$ cat src/rtl/bist_ctrl.sv
// BIST sequencer: clears the pattern generator and MISR, runs patterns, drains, then checks the signature.
// Optional macro BIST_SIG_READBACK_EN adds a sig_out port holding the signature captured in CHECK.
module bist_ctrl #(
    parameter int               WIDTH         = 8,
    parameter int               PATTERN_COUNT = 256,
    parameter int               WARMUP        = 17,
    parameter int               DRAIN         = 0,
    parameter logic [WIDTH-1:0] GOLDEN        = '0
) (
    input  logic             clk,
    input  logic             rst,
    input  logic             start,
    input  logic             abort,
    input  logic [WIDTH-1:0] misr_sig,
    output logic             sub_rst,
    output logic             tpg_en,
    output logic             misr_en,
    output logic             busy,
    output logic             done,
    output logic             pass,
    output logic             fail,
`ifdef BIST_SIG_READBACK_EN
    output logic [WIDTH-1:0] sig_out,
`endif
    output logic [2:0]       dbg_state
);

    // Control handshake: start is a request sampled on any edge in IDLE (abort wins) or DONE;
    // it is ignored while busy. abort is honoured only while busy and is ignored in IDLE/DONE.

    typedef enum logic [2:0] {
        S_IDLE  = 3'd0,
        S_CLEAR = 3'd1,
        S_RUN   = 3'd2,
        S_DRAIN = 3'd3,
        S_CHECK = 3'd4,
        S_DONE  = 3'd5
    } state_t;

    localparam int RUN_LEN      = WARMUP + PATTERN_COUNT;
    localparam int CNT_W        = $clog2(RUN_LEN + DRAIN + 1);
    localparam int DRAIN_LAST_I = (DRAIN > 0) ? DRAIN - 1 : 0;

    localparam logic [CNT_W-1:0] RUN_LAST   = CNT_W'(RUN_LEN - 1);
    localparam logic [CNT_W-1:0] DRAIN_LAST = CNT_W'(DRAIN_LAST_I);
    localparam logic [CNT_W-1:0] CNT_MAX    = '1;

    state_t           r_state;
    logic [CNT_W-1:0] r_cnt;
    logic             r_sub_rst;
    logic             r_tpg_en;
    logic             r_misr_en;
    logic             r_busy;
    logic             r_done;
    logic             r_pass;
    logic             r_fail;

    state_t           w_state_nxt;
    logic             w_aborted;
    logic             w_match;
    logic             w_sub_rst;
    logic             w_tpg_en;
    logic             w_misr_en;
    logic             w_busy;
    logic             w_done;
    logic             w_pass;
    logic             w_fail;

    assign w_match = (misr_sig == GOLDEN);

    always_comb begin
        w_state_nxt = r_state;
        w_aborted   = 1'b0;

        case (r_state)
            S_IDLE: begin
                if (start && !abort) w_state_nxt = S_CLEAR;
            end
            S_CLEAR: w_state_nxt = S_RUN;
            S_RUN: begin
                if (r_cnt == RUN_LAST) w_state_nxt = (DRAIN == 0) ? S_CHECK : S_DRAIN;
            end
            S_DRAIN: begin
                if (r_cnt == DRAIN_LAST) w_state_nxt = S_CHECK;
            end
            S_CHECK: w_state_nxt = S_DONE;
            S_DONE: begin
                if (start) w_state_nxt = S_CLEAR;
            end
            default: w_state_nxt = S_IDLE;
        endcase

        if (r_busy && abort) begin
            w_state_nxt = S_IDLE;
            w_aborted   = 1'b1;
        end
    end

    // Outputs are decoded from the next state so every output is a flop.
    always_comb begin
        w_sub_rst = 1'b0;
        w_tpg_en  = 1'b0;
        w_misr_en = 1'b0;
        w_busy    = 1'b0;
        w_done    = 1'b0;
        w_pass    = 1'b0;
        w_fail    = 1'b0;

        case (w_state_nxt)
            S_IDLE:  w_sub_rst = w_aborted;
            S_CLEAR: begin
                w_sub_rst = 1'b1;
                w_busy    = 1'b1;
            end
            S_RUN: begin
                w_tpg_en  = 1'b1;
                w_misr_en = 1'b1;
                w_busy    = 1'b1;
            end
            S_DRAIN: begin
                w_misr_en = 1'b1;
                w_busy    = 1'b1;
            end
            S_CHECK: w_busy = 1'b1;
            S_DONE: begin
                w_done = 1'b1;
                if (r_state == S_CHECK) begin
                    w_pass = w_match;
                    w_fail = !w_match;
                end else begin
                    w_pass = r_pass;
                    w_fail = r_fail;
                end
            end
            default: w_sub_rst = 1'b0;
        endcase
    end

    always_ff @(posedge clk) begin
        if (rst) begin
            r_state   <= S_IDLE;
            r_cnt     <= '0;
            r_sub_rst <= 1'b1;
            r_tpg_en  <= 1'b0;
            r_misr_en <= 1'b0;
            r_busy    <= 1'b0;
            r_done    <= 1'b0;
            r_pass    <= 1'b0;
            r_fail    <= 1'b0;
        end else begin
            r_state   <= w_state_nxt;
            r_sub_rst <= w_sub_rst;
            r_tpg_en  <= w_tpg_en;
            r_misr_en <= w_misr_en;
            r_busy    <= w_busy;
            r_done    <= w_done;
            r_pass    <= w_pass;
            r_fail    <= w_fail;
            // Phase counter restarts on every state change and saturates instead of wrapping.
            if (w_state_nxt != r_state) begin
                r_cnt <= '0;
            end else if (r_cnt != CNT_MAX) begin
                r_cnt <= r_cnt + 1'b1;
            end
        end
    end

`ifdef BIST_SIG_READBACK_EN
    logic [WIDTH-1:0] r_sig_out;

    always_ff @(posedge clk) begin
        if (rst) begin
            r_sig_out <= '0;
        end else if (r_state == S_CHECK && w_state_nxt == S_DONE) begin
            r_sig_out <= misr_sig;
        end
    end

    assign sig_out = r_sig_out;
`endif

    assign sub_rst   = r_sub_rst;
    assign tpg_en    = r_tpg_en;
    assign misr_en   = r_misr_en;
    assign busy      = r_busy;
    assign done      = r_done;
    assign pass      = r_pass;
    assign fail      = r_fail;
    assign dbg_state = r_state;

endmodule

$ cat config.mk
export PLATFORM = sky130hd
export DESIGN_NAME = bist_ctrl
export DESIGN_NICKNAME = d
export VERILOG_FILES = /design/src/rtl/bist_ctrl.sv
export SDC_FILE = /design/constraint.sdc
export NUM_CORES = 1
export LEC_CHECK = 0
export CORE_MARGIN = 3
export CORE_UTILIZATION = 24
export DETAILED_ROUTE_END_ITERATION = 6
export GPL_ROUTABILITY_DRIVEN = 0
export PLACE_DENSITY = 0.46
export SLEW_MARGIN = 20
export SYNTH_ARGS = -nofsm -noshare
export SYNTH_HDL_FRONTEND = slang
export SYNTH_SLANG_ARGS = --single-unit
$ cat constraint.sdc
create_clock -name clk -period 1.7 [get_ports clk]
set_input_delay 0.51 -clock clk [delete_from_list [all_inputs] [get_ports clk]]
set_output_delay 0.51 -clock clk [all_outputs]
set_load 0.02 [all_outputs]
* Word-level counts from Yosys, hierarchy flattened
Cells that the tools add are included.
** Word-level totals
- Bits in registers :: 19
- Input bits :: 12
- Word-level logic and storage cells :: 48
** Operators by class
- $add $sub $neg :: 1
- Equal/unequal tests :: 13
- Muxes and demuxes :: 12
- Bitwise logic cells :: 1
- Reduce and logical (&&, ||, !) cells :: 12
** Operator list (count)
- $pmux W3 S6 :: 1
- $mux W3 :: 5
- $eq A3 B2 Y1 const B :: 4
- $eq A3 B3 Y1 const B :: 4
- $add A9 B1 Y9 const B :: 1
- $eq A9 B9 Y1 const B :: 1
- $logic_not A9 Y1 :: 1
- $ne A9 B9 Y1 const B :: 1
- $logic_not A8 Y1 :: 1
- $eq A3 B1 Y1 const B :: 2
- $logic_not A3 Y1 :: 2
- $reduce_or A2 Y1 :: 3
- $mux W1 :: 5
- $reduce_or A4 Y1 :: 1
- $ne A3 B3 Y1 :: 1
- $logic_and A1 B1 Y1 :: 2
- $logic_not A1 Y1 :: 2
- $pmux W1 S2 :: 1
- $not A1 Y1 :: 1

* Longest topological paths before layout
- Depth after elaboration :: 8
- Mapped depth :: 9
- Depth with buffers taken out :: 8

* Least setup slack after synthesis
No wires, ideal clock.
- Kind :: register -> register
- From :: reg r_state[0], in the netlist dbg_state[0]
- To :: reg r_cnt[0]
- Setup time :: 0.118 ns
- Arrival :: 1.693 ns
- Data required time :: 1.582 ns
- Slack :: -0.111 ns
- Stages on the path, launching flop included :: 6
- Path buffers :: 1
- Clock period less this slack :: 1.811 ns
- Cells stage by stage :: dfxtp_1 > clkbuf_2 > or3b_2 > a2111o_1 > nand3_2 > nor3_1
** On the way
- Longest elaborated chain between the ends :: 5
- Elaborated cells on any way between the ends :: 14
- Classes of those cells :: 6 x eq/ne; 6 x mux; 2 x reduce/logical
** Ends and longest elaborated chain
- start: declaration :: line 48 : state_t r_state;
- start signal: assignment :: line 151 : r_state <= w_state_nxt;
- $eq A3 B3 Y1 (tied with other cells) :: line 75 : case (r_state)
- $pmux W3 S6 :: line 75
- $mux W3 :: line 93 : if (r_busy && abort) begin
- $ne A3 B3 Y1 * :: line 160 : if (w_state_nxt != r_state) begin
- $reduce_or A2 Y1 (no line) *
- end signal: assignment :: line 163 : r_cnt <= r_cnt + 1'b1;
- end: declaration :: line 49 : logic [CNT_W-1:0] r_cnt;
Every way passes the cells marked *; elsewhere a longest branch is shown, timed or not.
A chain may end at the register's enable or synchronous reset.

* Final worst setup path
- From :: reg r_tpg_en, in the netlist tpg_en
- To :: out tpg_en
** RTL lines
- start: declaration :: line 51 : logic r_tpg_en;
- start signal: assignment :: line 153 : r_tpg_en <= w_tpg_en;
- end: declaration :: line 16 : output logic tpg_en,
No word-level cell between the ends.

==> results_dict.tcl <==
set metrics [dict create \
    r2r_start "r_cnt[3]$_SDFFE_PP0P_" \
    synthTopCellsByArea "dfxtp_1 36%, nor3_1 4.3%, ha_1 3.6%" \
    yosysSeqAreaShare_pct 36.4 \
    ys_top_cells_by_count "19 x dfxtp_1, 10 x nand2_1, 9 x nor3_1" \
    fin_crit_sh_pct 98.1 \
    slew_viol_final 0 \
    ios 22 \
    netlist_area_um2 1040 \
    cp.arrival_ps 1160 \
    yosys.area.top_type "dfxtp_1" \
    drive_gt1_share_pct 34.5 \
    ys_types 41 \
    fmax_mhz 600 \
    dpl.hpwl_mm 2.14 \
    rsz0062_at_grt "yes" \
    cts_tree "built" \
    cp_top_family "buffers and inverters" \
    avgRoutedWirePerCell_um 13.7 \
    p_switching_w 0.000285 \
    cts_buffer_depth 2 \
    grt_max_degree 11 \
    synth_ff_type "dfxtp_1" \
    worst_pin_slew_ps 354 \
    vdd_drop_max_uv 555 \
    htreeDepth 1 \
    setup_violations 0 \
    cts_buffers 3 \
    vias_per_cell 4.86 \
    die_y_um 72.0 \
    antenna_found_initial 0 \
    die_width_um 72.0 \
    cpPeakStageDelay_ps 590 \
    final_util_pct 40.7 \
    cp_data_required_time_ps 1190 \
    synth_top_area_share_pct 36.4 \
    internal_power_w 0.000762 \
    synth_seq_cells 19 \
    drv_cap 0 \
    synth.avg_cell_area_um2 8.71 \
    leakagePower_nw 0.724 \
    core.rowCount 23 \
    p_comb_share_pct 23.7 \
    area_growth_pct 59.0 \
    run_status "finished, final reports clean" \
    period_minus_slack_ps 1670 \
    path_max_fanout 1 \
    cp-start-kind "flop" \
    start_util_pct 25.6 \
    port_buffers 21 \
    crit_buf_inv 1 \
    clk_pin_slew_ps 70 \
    syn_inst 120 \
    hold_viol_final 0 \
    pwr-share-clk_pct 30.2 \
    drtIter0Drc 67 \
    insertedDiodeCount 0 \
    overflow 0 \
    pre_cts_ws_ps -377 \
    cts_hold_buffers 0 \
    fillers 426 \
    cts_sinks 19 \
    grt_pass1_wl_mm 4.72 \
    relSlewSlack_pct 75.8 \
    async_reset_ff_share_pct 0 \
    ys_warn_count 0 \
    first_pass_iters 4 \
    slowest_stage "clkdlybuf4s50_1" \
    power_density_nw_per_um2 630 \
    syn_nets 135 \
    synth_edf_count 0 \
    drc 0 \
    hold_path.class "flop to flop" \
    p_sw_share_pct 27.2 \
    grt_busiest_layer "met2" \
    gr-usage-met1_pct 14.2 \
    grtUsageTotal_pct 11.6 \
    clock_latency_ps 260 \
    crit_path_start "tpg_en$_SDFF_PP0_" \
    final_net_count 184 \
    root_buffer "clkbuf_8" \
    critPathKind "flop to output port" \
    fin_total_pwr_w 0.00105 \
    fin_ws_ps 32.5 \
    drtAntennaViolNets 0 \
    dieArea_um2 5180 \
    hold_start "pass$_SDFFE_PP0N_" \
    seqPwrFrac_pct 46.1 \
    grtUsageMet2_pct 19.0 \
    grt_use_met3_pct 4.43 \
    end_kind "output port" \
    finalWirelength_mm 2.99 \
    grt_pass1_vias 1011 \
    via_count 1060 \
    yosysMostFrequentCell "dfxtp_1" \
    worst_clock_skew_ps 2.24 \
    crit_chain "clkdlybuf4s50_1" \
    core_area_um2 4090 \
]
-- kinds of logic (layout without fill, tap and decap cells) --
group | count (synthesis) | count (layout) | synth area share [%]
simple gates | 51 | 51 | 27.9
compound gates | 26 | 26 | 18.4
flops | 19 | 19 | 36.4
buf+inv | 12 | 60 | 5.87
xor+xnor | 7 | 7 | 5.87
fa+ha+maj | 3 | 3 | 3.59
mux | 2 | 2 | 1.92
-- path summary, 6_finish.rpt --
kind | end | slack, ps | depth (start not counted)
setup / recovery | tpg_en | 30 | 1
hold / removal | pass$_SDFFE_PP0N_ | 460 | 2
setup reg to reg | r_cnt[3]$_SDFFE_PP0P_ | 50 | 5
hold reg to reg | pass$_SDFFE_PP0N_ | 460 | 2
-- power groups by stage --
stage	clock [W]	sequential, W	combinational, W
2_1_floorplan	0	0.000496	0.0000989
5_1_grt	0.000349	0.000485	0.000275
3_3_place_gp	0	0.000487	0.000219
4_1_cts	0.000330	0.000478	0.000219
3_5_place_dp	0	0.000488	0.000219
6_report	0.000316	0.000483	0.000248
-- stage by stage --
step	area, um^2	setup TNS (ps)	hold WS (ps)	instances
floorplan	1060	0	531	120
detailed placement	1470	-4630	458	210
global placement	1470	-4860	453	210
finish	1660	0	458	218
global route	1660	-483	486	218
CTS	1520	0	465	214
-- sequential cells by signal, summed over array words and instances, names as in the netlist --
signal     count
busy           1
dbg_state      3
done           1
fail           1
misr_en        1
pass           1
r_cnt          9
sub_rst        1
tpg_en         1
-- per-layer routing --
metal,part of all wire [%],up-vias
met5,0,-
met3,7.1,4
met4,1.3,0
met1,43,499
met2,49,26
li1,-,531
-- final cells by class --
cell class | count | area (um^2) | area share, %
Sequential cell | 19 | 393 | 23.6
Timing Repair Buffer | 50 | 437 | 26.3
Tap cell | 50 | 62.6 | 3.77
Inverter | 6 | 22.5 | 1.36
Multi-Input combinational cell | 89 | 702 | 42.2
Clock buffer | 4 | 45.0 | 2.71
-- placed cells by master, fill, tap and decap left out, types with 2 or more instances in the layout --
| cell type | count |
|---|---|
| xnor2_1 | 3 |
| nor4_1 | 2 |
| clkbuf_8 | 3 |
| nand2_1 | 10 |
| nand4_1 | 3 |
| a21oi_1 | 3 |
| nor2_1 | 5 |
| nor3_2 | 5 |
| nand3_1 | 2 |
| xor2_1 | 4 |
| buf_6 | 2 |
| nand2b_1 | 3 |
| o21bai_1 | 3 |
| a21boi_0 | 2 |
| mux2i_1 | 2 |
| clkdlybuf4s50_1 | 10 |
| a21o_1 | 2 |
| dlygate4sd2_1 | 7 |
| inv_1 | 6 |
| nor3_1 | 3 |
| nor2b_1 | 6 |
| o21ai_0 | 3 |
| a2111oi_0 | 2 |
| dfxtp_2 | 7 |
| dlymetal6s2s_1 | 4 |
| dfxtp_1 | 11 |
| a21oi_2 | 2 |
| buf_4 | 27 |
-- repair_timing --
item,CTS,global route
gates cloned,0,1
setup endpoints to repair,15,14
gates resized for setup,11,29
buffers inserted,0,3
pin swaps,2,10
Note: power is estimated with default switching activity, not from simulation.
